## src/rtl/seq_adder_pkg.sv

```systemverilog
// Shared types and helpers for the digit-serial adder.
package seq_adder_pkg;

    // Controller states: waiting for work, or stepping through the digits.
    typedef enum logic [0:0] {
        IDLE = 1'b0,
        ADD  = 1'b1
    } state_t;

    // Width of the digit counter: clog2(n) with a floor of one bit so a
    // single-digit configuration still has a legal counter register.
    function automatic int cnt_width(input int n);
        int w;
        w = $clog2(n);
        if (w < 1) begin
            w = 1;
        end else begin
            w = w;
        end
        return w;
    endfunction

endpackage

```

## src/rtl/seq_adder_digit_adder.sv

```systemverilog
// Combinational DIGIT-bit ripple adder built from single-bit full-adder cells.
// This is the only carry chain in the datapath, so its length sets the clock.
module digit_adder
    import seq_adder_pkg::*;
#(
    parameter int DIGIT = 4
) (
    input  logic [DIGIT-1:0] a,
    input  logic [DIGIT-1:0] b,
    input  logic             ci,
    output logic [DIGIT-1:0] s,
    output logic             co
);

    logic [DIGIT:0] carry_s;

    assign carry_s[0] = ci;

    for (genvar i = 0; i < DIGIT; i++) begin : g_fa
        // One full-adder cell: sum bit plus generate/propagate carry.
        assign s[i]           = a[i] ^ b[i] ^ carry_s[i];
        assign carry_s[i + 1] = (a[i] & b[i]) | (carry_s[i] & (a[i] ^ b[i]));
    end

    assign co = carry_s[DIGIT];

endmodule

```

## src/rtl/seq_adder.sv

```systemverilog
// Digit-serial adder: {cout,sum} = a + b + cin, DIGIT bits per clock, LSB
// first, with a start/ready/done handshake. Results are held on the ports
// until the next operation completes; partial results stay internal.
module seq_adder
    import seq_adder_pkg::*;
#(
    parameter int WIDTH = 16,
    parameter int DIGIT = 4
) (
    input  logic             clk,
    input  logic             rst,
    input  logic             start,
    input  logic [WIDTH-1:0] a,
    input  logic [WIDTH-1:0] b,
    input  logic             cin,
    output logic             ready,
    output logic [WIDTH-1:0] sum,
    output logic             cout,
    output logic             done
);

    localparam int N  = WIDTH / DIGIT;
    localparam int CW = cnt_width(N);

    // Reject configurations that cannot be split into whole digits.
    if ((WIDTH % DIGIT) != 0) begin : g_bad_width
        $error("seq_adder: WIDTH (%0d) must be a multiple of DIGIT (%0d)", WIDTH, DIGIT);
    end
    if ((DIGIT < 1) || (DIGIT > WIDTH)) begin : g_bad_digit
        $error("seq_adder: DIGIT (%0d) must lie in 1..WIDTH (%0d)", DIGIT, WIDTH);
    end

    state_t           state_r;
    logic [CW-1:0]    cnt_r;
    logic [WIDTH-1:0] a_sh_r;
    logic [WIDTH-1:0] b_sh_r;
    logic [WIDTH-1:0] res_r;
    logic             carry_r;

    logic [DIGIT-1:0] dig_s;
    logic             co_s;
    logic [WIDTH-1:0] dig_ext_s;
    logic [WIDTH-1:0] res_next_s;

    // The low digit of each operand shift register is the digit in flight.
    digit_adder #(
        .DIGIT (DIGIT)
    ) u_digit_adder (
        .a  (a_sh_r[DIGIT-1:0]),
        .b  (b_sh_r[DIGIT-1:0]),
        .ci (carry_r),
        .s  (dig_s),
        .co (co_s)
    );

    // Insert the new digit at the top of the result so that after N steps
    // the first (least significant) digit has reached bit 0.
    always_comb begin
        dig_ext_s                = '0;
        dig_ext_s[DIGIT-1:0]     = dig_s;
        res_next_s               = (res_r >> DIGIT) | (dig_ext_s << (WIDTH - DIGIT));
    end

    // Controller and datapath: accept, step through N digits, publish result.
    always_ff @(posedge clk or posedge rst) begin
        if (rst) begin
            state_r <= IDLE;
            ready   <= 1'b1;
            done    <= 1'b0;
            sum     <= '0;
            cout    <= 1'b0;
            cnt_r   <= '0;
            a_sh_r  <= '0;
            b_sh_r  <= '0;
            res_r   <= '0;
            carry_r <= 1'b0;
        end else begin
            done <= 1'b0;
            case (state_r)
                IDLE: begin
                    if (start) begin
                        state_r <= ADD;
                        ready   <= 1'b0;
                        a_sh_r  <= a;
                        b_sh_r  <= b;
                        carry_r <= cin;
                        res_r   <= '0;
                        cnt_r   <= '0;
                    end else begin
                        ready <= 1'b1;
                    end
                end
                ADD: begin
                    a_sh_r  <= a_sh_r >> DIGIT;
                    b_sh_r  <= b_sh_r >> DIGIT;
                    res_r   <= res_next_s;
                    carry_r <= co_s;
                    if (cnt_r == CW'(N - 1)) begin
                        state_r <= IDLE;
                        ready   <= 1'b1;
                        done    <= 1'b1;
                        sum     <= res_next_s;
                        cout    <= co_s;
                        cnt_r   <= '0;
                    end else begin
                        cnt_r <= cnt_r + CW'(1);
                    end
                end
                default: begin
                    state_r <= IDLE;
                    ready   <= 1'b1;
                    cnt_r   <= '0;
                end
            endcase
        end
    end

endmodule

```

## config.mk

```make
export PLATFORM = sky130hd
export DESIGN_NAME = seq_adder
export DESIGN_NICKNAME = d
export VERILOG_FILES = /design/src/rtl/seq_adder_pkg.sv /design/src/rtl/seq_adder_digit_adder.sv /design/src/rtl/seq_adder.sv
export SDC_FILE = /design/constraint.sdc
export NUM_CORES = 1
export LEC_CHECK = 0
export ABC_AREA = 1
export CORE_MARGIN = 2
export CORE_UTILIZATION = 30
export DETAILED_ROUTE_END_ITERATION = 8
export MAX_ROUTING_LAYER = met4
export SLEW_MARGIN = 10
export SYNTH_ARGS = -nofsm -noshare
export SYNTH_HDL_FRONTEND = slang
export SYNTH_SLANG_ARGS = --single-unit
```

## constraint.sdc

```tcl
create_clock -name clk -period 2.6 [get_ports clk]
set_input_delay 0.78 -clock clk [delete_from_list [all_inputs] [get_ports clk]]
set_output_delay 0.78 -clock clk [all_outputs]
set_load 0.005 [all_outputs]
```

==> impl_metrics.json <==
{
  "rsz0062_at_grt": "no",
  "worstPathCellList": "inv_1 > fa_1 > inv_1 > fa_1 > fa_1 > inv_1 > fa_1 > o21ai_0",
  "crit_fanout": 2,
  "p_total_uw": 4015,
  "synth_area_um2": 2898,
  "ys_seq_area_share_pct": 57.90,
  "cp-end-kind": "flip-flop",
  "holdPathStages": 2,
  "vias_per_cell": 4.435,
  "wl_per_cell_um": 11.97,
  "numCtsBuffers": 9,
  "die_area_um2": 10460,
  "maxSlewHeadroom_pct": 31.52,
  "synth.ff_latch_count": 67,
  "cp.required_ps": 2860,
  "root_buffer": "clkbuf_8",
  "grt_use_total_pct": 12.56,
  "gp_congestion": 0.7561,
  "setup_viol": 0,
  "vias": 2182,
  "hold_buffers": 0,
  "ant_nets": 0,
  "drv_cap": 0,
  "tns_ps": 0,
  "grt_pass1_vias": 2174,
  "ctsResizeCount": 0,
  "fin_crit_sh_pct": 87.41,
  "drive_above_1_share_pct": 10.74,
  "critPathMostFrequentCell": "fa_1",
  "grt_max_degree": 49,
  "row_count": 35,
  "path_clk_slew_ps": 80,
  "wl_um": 5889,
  "slew_violations": 0,
  "start_kind": "flip-flop",
  "cts_tree": "yes",
  "crit_slowest_cell": "fa_1",
  "post-cts-setup-buffers": 0,
  "ios": 55,
  "arrival_ps": 2530,
  "max_slew.worst_pin.slew_ps": 1025,
  "path_class": "flip-flop to flip-flop",
  "power_density_nw_per_um2": 1075,
  "firstDrtPassIters": 4,
  "cpPeakStageDelay_ps": 450,
  "clockBufferDepth": 2,
  "hold_viol_final": 0,
  "grt_pass1_wl_um": 9846,
  "core_um2": 9328,
  "hp-class": "flip-flop to flip-flop",
  "fin_crit_ps": 2273,
  "dpl.hpwl_um": 3961,
  "layout_common_cells": "nand2_1 (109), dfrtp_1 (66), nand3_1 (58)",
  "yosys_warnings": 0,
  "peakVddDrop_mv": 0.4018,
  "num-nets-final": 399,
  "clkLatencyLatePin_ps": 350,
  "start_util_pct": 31.07,
  "max_freq_mhz": 440.0,
  "avgSynthCellArea_um2": 9.408,
  "final_common_cell": "nand2_1",
  "synthCells": 308,
  "area_growth_syn_to_layout_pct": 28.89,
  "outcome": "finished clean",
  "synth_cell_type_count": 17,
  "io_buffers": 54,
  "p_leak_uw": 0.001747,
  "ctsHtreeMaxLevel": 3,
  "grt_overflow": 0,
  "reg2reg_depth": 8,
  "grt_antenna_before_repair": 0,
  "die_height_um": 102.3,
  "dr.first_iter.drc_count": 118,
  "cts.sink_count": 67,
  "synth_nets": 349,
  "worst_clock_skew_ps": 6.660,
  "fp.dieW_um": 102.3,
  "diodes": 0,
  "route.detailed.drc": 0
}
[cell families (layout without fill, tap and decap cells)]
logic type      count (synthesis)  after routing  share of synthesized area [%]
fa+ha+maj                       5              5                          3.195
compound gates                 26             26                          6.174
simple gates                  170            170                          25.04
buf+inv                        40             95                          7.686
flops                          67             67                          57.90
[sequential cells by signal (all words and copies together), names as in the netlist]
signal and count:
ready 1, state_r 1, res_r 12, b_sh_r 16
done 1, cout 1, sum 16, cnt_r 2
carry_r 1, a_sh_r 16
[through the flow]
step	util [%]	area, um^2	worst slack (ps)	hold slack [ps]	cells
global placement	37.37	3486	224.3	454.7	476
finish	40.04	3735	327.3	473.6	492
detailed placement	37.37	3486	206.9	458.8	476
global route	40.04	3735	220.7	491.3	492
CTS	40.04	3735	309.3	478.6	492
floorplan	-	2898	138.5	441.7	308
[Yosys cell counts, drive strengths merged]
| library cell | number | area share, % |
|---|---|---|
| dfrtp | 66 | 57 |
| nand3 | 58 | 10 |
| dfstp | 1 | 0.91 |
| ha | 1 | 0.43 |
| nand2 | 110 | 15 |
| clkbuf | 1 | 0.17 |
| inv | 21 | 2.7 |
| nor2 | 2 | 0.52 |
| buf | 18 | 4.8 |
| o21ai | 26 | 6.2 |
| fa | 4 | 2.8 |
[power breakdown]
group / internal (uW) / leakage, uW / switching, uW
clock network: 664 / 0.000123 / 406
logic: 565 / 0.000747 / 687
registers: 1440 / 0.000877 / 250
[routing by layer]
layer | track usage [%] | up-vias | routed length (um)
li1 | - | 1079 | -
met1 | 15.31 | 1037 | 2709
met2 | 19.69 | 58 | 2748
met3 | 3.899 | 8 | 353
met4 | 4.615 | 0 | 78
met5 | - | - | 0
[layout make-up]
type	count	area, um^2
clock buffers	10	137.6
clock inverters	6	111.4
fillers	961	5593
inverters	21	78.83
multi-input cells	201	997.2
flip-flops and latches	67	1678
well taps	129	161.4
repair buffers	58	570.5
[worst max-delay path, delay by kind of cell (launching register included)]
kind | cells | cell delay (ps)
compound gates | 1 | 180
fa+ha+maj | 4 | 1390
buf+inv | 3 | 230
flops | 1 | 380
[path summary, 6_finish.rpt]
path / from / to / slack [ps]
worst min register to register: b_sh_r[15] / b_sh_r[15] / 470
worst max register to register: a_sh_r[0] / res_r[15] / 330
min in group asynchronous: rst / a_sh_r[14] / 590
worst min-delay path: b_sh_r[15] / b_sh_r[15] / 470
max in group asynchronous: rst / ready / 1350
worst max-delay path: a_sh_r[0] / res_r[15] / 330
(Power assumes the default switching activity.)
